[src/rtl/scan_chain_driver.sv]
// Drives the far end of the configuration scan chain: LOAD, READ, READ_RESTORE, CLEAR.
// Command to done pulse takes CHAIN_LEN+1 cycles (CLEAR_CYCLES+1 for CLEAR); cmd_ready is high only in IDLE.
// A cmd_valid seen while busy is dropped, not queued; the chain never stalls the driver.
module scan_chain_driver #(
  parameter int CHAIN_LEN    = 5,
  parameter int CLEAR_CYCLES = 3
) (
  input  logic                 clk,
  input  logic                 clear,
  input  logic                 cmd_valid,
  output logic                 cmd_ready,
  input  logic [1:0]           cmd_op,
  input  logic [CHAIN_LEN-1:0] cmd_word,
  output logic                 sc_data_o,
  output logic                 sc_en_o,
  output logic                 sc_clear_o,
  input  logic                 sc_data_i,
  output logic [CHAIN_LEN-1:0] rd_data,
  output logic                 rd_valid,
  output logic                 busy,
  output logic                 done
);

  localparam int SHIFT_W = $clog2(CHAIN_LEN + 1);
  localparam int CLR_W   = $clog2(CLEAR_CYCLES + 1);
  // One counter serves both SHIFT and CLR, so it must also fit a long clear.
  localparam int CNT_W   = (SHIFT_W > CLR_W) ? SHIFT_W : CLR_W;

  localparam logic [CNT_W-1:0] SHIFT_LAST = CNT_W'(CHAIN_LEN - 1);
  localparam logic [CNT_W-1:0] CLR_LAST   = CNT_W'(CLEAR_CYCLES - 1);

  localparam logic [1:0] OP_LOAD    = 2'b00;
  localparam logic [1:0] OP_READ    = 2'b01;
  localparam logic [1:0] OP_RESTORE = 2'b10;
  localparam logic [1:0] OP_CLEAR   = 2'b11;

  typedef enum logic [1:0] {
    IDLE  = 2'd0,
    SHIFT = 2'd1,
    CLR   = 2'd2,
    DONE  = 2'd3
  } state_t;

  state_t               state;
  logic [1:0]           op_q;
  logic [CNT_W-1:0]     cnt;
  logic [CHAIN_LEN-2:0] shreg;
  logic [CHAIN_LEN-2:0] cap;
  logic [CHAIN_LEN-1:0] cap_nxt;
  logic                 data_q;
  logic                 restore_sel;

  // Bit 0 of the load word goes straight to data_q at accept, so shreg only holds the rest.
  // Likewise the newest sample lives in cap_nxt, and cap keeps only the older ones.
  assign cap_nxt = {sc_data_i, cap};

  // READ_RESTORE feeds the chain output straight back into its input for a pure rotation.
  assign sc_data_o = restore_sel ? sc_data_i : data_q;

  always_ff @(posedge clk or negedge clear) begin
    if (!clear) begin
      state       <= IDLE;
      op_q        <= OP_LOAD;
      cnt         <= '0;
      shreg       <= '0;
      cap         <= '0;
      data_q      <= 1'b0;
      restore_sel <= 1'b0;
      cmd_ready   <= 1'b1;
      sc_en_o     <= 1'b0;
      sc_clear_o  <= 1'b1;
      rd_data     <= '0;
      rd_valid    <= 1'b0;
      busy        <= 1'b0;
      done        <= 1'b0;
    end else begin
      case (state)
        IDLE: begin
          if (cmd_valid && cmd_ready) begin
            op_q      <= cmd_op;
            cnt       <= '0;
            busy      <= 1'b1;
            cmd_ready <= 1'b0;
            if (cmd_op == OP_CLEAR) begin
              state      <= CLR;
              sc_clear_o <= 1'b0;
            end else begin
              state       <= SHIFT;
              sc_en_o     <= 1'b1;
              restore_sel <= (cmd_op == OP_RESTORE);
              data_q      <= (cmd_op == OP_LOAD) ? cmd_word[0] : 1'b0;
              shreg       <= (cmd_op == OP_LOAD) ? cmd_word[CHAIN_LEN-1:1] : '0;
            end
          end
        end

        SHIFT: begin
          cap   <= cap_nxt[CHAIN_LEN-1:1];
          shreg <= shreg >> 1;
          if (cnt == SHIFT_LAST) begin
            state       <= DONE;
            sc_en_o     <= 1'b0;
            data_q      <= 1'b0;
            restore_sel <= 1'b0;
            done        <= 1'b1;
            if (op_q == OP_READ || op_q == OP_RESTORE) begin
              rd_data  <= cap_nxt;
              rd_valid <= 1'b1;
            end
          end else begin
            cnt    <= cnt + CNT_W'(1);
            data_q <= shreg[0];
          end
        end

        CLR: begin
          if (cnt == CLR_LAST) begin
            state      <= DONE;
            sc_clear_o <= 1'b1;
            done       <= 1'b1;
          end else begin
            cnt <= cnt + CNT_W'(1);
          end
        end

        DONE: begin
          state     <= IDLE;
          cnt       <= '0;
          done      <= 1'b0;
          rd_valid  <= 1'b0;
          busy      <= 1'b0;
          cmd_ready <= 1'b1;
        end

        default: state <= IDLE;
      endcase
    end
  end

endmodule
[config.mk]
export PLATFORM = sky130hd
export DESIGN_NAME = scan_chain_driver
export DESIGN_NICKNAME = d
export VERILOG_FILES = /design/src/rtl/scan_chain_driver.sv
export SDC_FILE = /design/constraint.sdc
export NUM_CORES = 1
export LEC_CHECK = 0
export ABC_AREA = 1
export BUFFER_PORTS_ARGS = -buffer_cell sky130_fd_sc_hd__buf_2
export CAP_MARGIN = 30
export CORE_MARGIN = 5
export CORE_UTILIZATION = 60
export CTS_BUF_LIST = sky130_fd_sc_hd__clkbuf_16
export CTS_CLUSTER_SIZE = 24
export DETAILED_ROUTE_END_ITERATION = 10
export GPL_TIMING_DRIVEN = 0
export PLACE_DENSITY = 0.93
export SLEW_MARGIN = 20
export SYNTH_ARGS = -nofsm -noshare
export SYNTH_HDL_FRONTEND = slang
export SYNTH_SLANG_ARGS = --single-unit
[constraint.sdc]
create_clock -name clk -period 3.1 [get_ports clk]
set_input_delay 0.465 -clock clk [delete_from_list [all_inputs] [get_ports clk]]
set_output_delay 0.465 -clock clk [all_outputs]
set_load 0.03 [all_outputs]
======== Word-level counts from Yosys, hierarchy flattened ========
Cells that the tools add are included.
word-level totals
  register bits after elaboration ......... 28
  input port bits ......................... 11
  output and inout bits ................... 12
operators by class
  add/sub/neg operators ................... 1
  equality and inequality tests ........... 17
  multiplexer cells ....................... 39
  reduce and logical (&&, ||, !) cells .... 19
operators by type and width
  cell                                            number
  2-to-1 mux 1 bit                                18
  AND reduction 3 bit                             6
  != test 2 bit (second input constant)           8
  one-hot mux 1 bit (2 select lines)              7
  2-to-1 mux 4 bit                                3
  one-hot mux 3 bit (4 select lines)              1
  == test 2 bit (second input constant)           5
  2-to-1 mux 3 bit                                3
  2-to-1 mux 2 bit                                4
  one-hot mux 2 bit (4 select lines)              1
  one-hot mux 4 bit (2 select lines)              1
  AND reduction 4 bit                             2
  nonzero test 2 bit                              4
  == test 2 x 1 -> 1 bit (second input constant)  2
  logical NOT 2 bit                               2
  AND reduction 2 bit                             2
  adder 3 x 1 -> 3 bit (second input constant)    1
  == test 3 x 2 -> 1 bit (second input constant)  1
  == test 3 bit (second input constant)           1
  one-hot mux 1 bit (3 select lines)              1
  nonzero test 3 bit                              1
  logical AND 1 bit                               1
  logical OR 1 bit                                1

======== Logic depth before layout (Yosys ltp) ========
  depth after elaboration ................. 5
  gate-level depth with buffers ........... 9
  depth with buffers taken out ............ 9

======== Worst setup path after synthesis ========
No wires, ideal clock.
  path type ............................... input port to output port
  start point ............................. in sc_data_i
  end point ............................... out sc_data_o
  arrival time ............................ 0.977 ns
  slack ................................... 1.658 ns
  stages .................................. 2
  buffers on the path ..................... 0
  cell sequence ........................... inv_1 > a21oi_1
between the ends
  cells in the longest elaborated chain, start to end .. 1
ends and longest elaborated chain
  what              RTL line  text
  start, declared   17        input logic sc_data_i,
  2-to-1 mux 1 bit  58        assign sc_data_o = restore_sel ? sc_data_i : data_q;
  end, declared     14        output logic sc_data_o,
Every way passes these cells.

======== Worst setup path after layout ========
  start point ............................. reg state[0]
  end point ............................... reg restore_sel
between the ends
  cells in the longest elaborated chain, start to end .. 3
  elaborated cells between the ends (all ways) .. 8
  classes of those cells .................. eq/ne: 4; mux: 1; reduce/logical: 3
ends and longest elaborated chain
  what                                                                  RTL line  text
  start, declared                                                       44        state_t state;
  start signal, assigned                                                62        state <= IDLE;
  start signal, assigned                                                85        state <= CLR;
  start signal, assigned                                                88        state <= SHIFT;
  == test 2 x 1 -> 1 bit or logical NOT 2 bit (tied branches)           77        case (state)
  != test 2 bit (no source line) or nonzero test 2 bit (tied branches)  n/a
  AND reduction 4 bit (no source line)                                  n/a
  end signal, assigned                                                  90        restore_sel <= (cmd_op == OP_RESTORE);
  end, declared                                                         51        logic restore_sel;
Several ways; a longest one is shown, not always the timed one.
A chain may end at the register's enable or synchronous reset.

==> results.json <==
{
  "end_kind": "flop",
  "yosysWarnings": 0,
  "fin_crit_sh_pct": 51.9,
  "clock_path_buffers": 2,
  "p_per_area_nw_per_um2": 1130,
  "syn_avg_cell_area_um2": 8.08,
  "gp_congestion": 0.885,
  "setup_viol": 0,
  "p_sw_uw": 895,
  "synth_top_family_by_area": "simple AND/OR/NAND/NOR gates",
  "ctsRootBufferMaster": "clkbuf_16",
  "drc": 0,
  "p_seq_share_pct": 31.2,
  "ys_ff_latch": 28,
  "cts_sinks": 28,
  "synth_cells": 187,
  "fin_crit_ps": 1610,
  "tritoncts": "done",
  "synth_area_um2": 1510,
  "ir_drop_mv": 0.803,
  "cp.required_ps": 3260,
  "cts_setup_buffers": 0,
  "fin_nets": 233,
  "layout_commonest_cell": "nand2_1",
  "power_leakage_nw": 0.960,
  "drive_gt1_share_pct": 22.1,
  "p_int_mw": 1.09,
  "synth_simple_gate_area_share_pct": 30.9,
  "skew_ps": 2.64,
  "synth_nets": 206,
  "vias": 1320,
  "postRouteAntennaNets": 0,
  "crit_path_max_fanout": 5,
  "synthMuxAreaShare_pct": 0,
  "switching_share_pct": 45.0,
  "cts.clk_slew.worst_paths_ps": 70,
  "maxSlewHeadroom_pct": 59.1,
  "min_path_type": "input pin to async pin",
  "yosysUniqueCellTypes": 26,
  "hold_ws_ps": 202,
  "fmax_mhz": 622,
  "finalHoldViolCount": 0,
  "die_h_um": 60.2,
  "drtPass1Iterations": 5,
  "grt_pass1_wl_mm": 5.73,
  "most-common-layout-cells": "nand2_1 (72), dfrtp_1 (26), inv_1 (23), buf_2 (23), o21ai_1 (11)",
  "core_area_um2": 2430,
  "p_clk_share_pct": 19.6,
  "start_util_pct": 62.1,
  "synthXorXnorAreaFrac_pct": 0.579,
  "synth_top_area_share_pct": 43.0,
  "overflow": 0,
  "wl_per_cell_um": 13.9,
  "io_buffers": 22,
  "cts_resized": 0,
  "tns_ps": 0,
  "pwr-share-comb_pct": 49.2,
  "crit_type": "flop to flop",
  "grtUsageTotal_pct": 21.2,
  "maxCapViolCount": 0,
  "cts_buffers": 3,
  "drtIter0Drc": 65,
  "grt_pass1_vias": 1313,
  "stdcell_count": 243,
  "area_delta_synth_final_pct": 16.7,
  "n_antenna_cell": 0,
  "startpoint_type": "flop",
  "rsz0062_at_grt": "false",
  "wirelength_mm": 3.37,
  "synth_area_leader_cell": "dfrtp_1",
  "worstSkewPairLatency_ps": 270,
  "synth_fa_ha_area_share_pct": 6.62,
  "viasPerCell": 5.43,
  "die_area_um2": 3620,
  "grt_max_degree": 29,
  "slew_viol_final": 0,
  "tightest_slew_ps": 614,
  "cts_hold_buf": 0,
  "yosysSeqAreaShare_pct": 46.5,
  "outcome": "complete, no violations",
  "antenna_found_initial": 0,
  "ios": 23,
  "synth_area_leaders": "dfrtp_1 (43%), nand2_1 (18%), ha_1 (6.6%)",
  "placed_cells": 239,
  "dp_hpwl_mm": 2.13,
  "cts_max_level": 1,
  "die_width_um": 60.2,
  "synth-compound-area-share_pct": 7.45,
  "worstPathArrival_ps": 1770,
  "num_rows": 18
}
[cells in the mapped netlist, drive strengths merged]
cell type / instances
a21oi: 3
a22oi: 1
buf: 2
clkinv: 1
dfrtp: 26
dfstp: 2
ha: 8
inv: 26
nand2: 79
nand3: 11
nand4: 1
nor2: 6
nor3: 2
o21ai: 18
xnor2: 1
[flip-flops by register name (all words and copies together), names as in the netlist]
register / flops
rd_data: 5
cap: 4
shreg: 4
cnt: 3
op_q: 2
state: 2
busy: 1
cmd_ready: 1
data_q: 1
done: 1
rd_valid: 1
restore_sel: 1
sc_clear_o: 1
sc_en_o: 1
[critical path, stage by stage, from the launching register on]
cell and delay, ps:
dfrtp_1 420, inv_1 120, ha_1 290, inv_1 180
nand2_1 90, nand2_2 130, nand3_1 110, nand2_1 90
nand2_1 60
[final timing paths]
| kind | startpoint | endpoint | slack (ps) | depth (start not counted) |
|---|---|---|---|---|
| setup / recovery | state[0] | restore_sel | 1490 | 8 |
| hold reg to reg | sc_clear_o | sc_clear_o | 470 | 2 |
| hold / removal | clear | cnt[0] | 200 | 1 |
| min in group clk | sc_data_i | cap[3] | 420 | 3 |
| setup reg to reg | state[0] | restore_sel | 1490 | 8 |
| max in group asynchronous | clear | rd_data[1] | 2490 | 1 |
[metal layers]
metal  global-route usage (%)  up-vias  part of all wire, %
li1                         -      635                    -
met1                     24.5      631                   40
met2                     37.5       46                   52
met3                     2.59        8                  5.7
met4                     11.7        0                  2.6
met5                        0        -                    0
[power by group through the flow]
stage	Clock, mW	Sequential, mW	Combinational, mW
detailed placement	0	0.621	0.942
global placement	0	0.614	0.905
finish	0.390	0.620	0.979
CTS	0.385	0.620	0.983
floorplan	0	0.723	0.621
global route	0.403	0.635	1.09
[final cells by class]
type / count / area [um^2]
clock inverter: 1 / 30.0
sequential: 28 / 703
clock buffer: 3 / 75.1
timing repair buffer: 22 / 110
inverter: 27 / 104
multi-input combinational: 130 / 688
fill: 184 / 668
tap: 30 / 37.5
buffer: 2 / 16.3
[stage by stage]
| step | utilization (%) | setup slack, ps | power [mW] | area, um^2 |
|---|---|---|---|---|
| floorplan | - | 1660 | 1.34 | 1510 |
| global placement | 68.2 | 1620 | 1.52 | 1660 |
| detailed placement | 68.2 | 1590 | 1.56 | 1660 |
| CTS | 72.5 | 1500 | 1.99 | 1760 |
| global route | 72.5 | 1390 | 2.13 | 1760 |
| finish | 72.5 | 1490 | 1.99 | 1760 |
[kinds of logic after synthesis]
family / after synthesis
buffers and inverters: 29
DFF: 28
adders and majority gates: 8
and+or+nand+nor: 99
AOI/OAI and AO/OA: 22
xor gates and xnor gates: 1
Power figures use the tool's default switching activity.
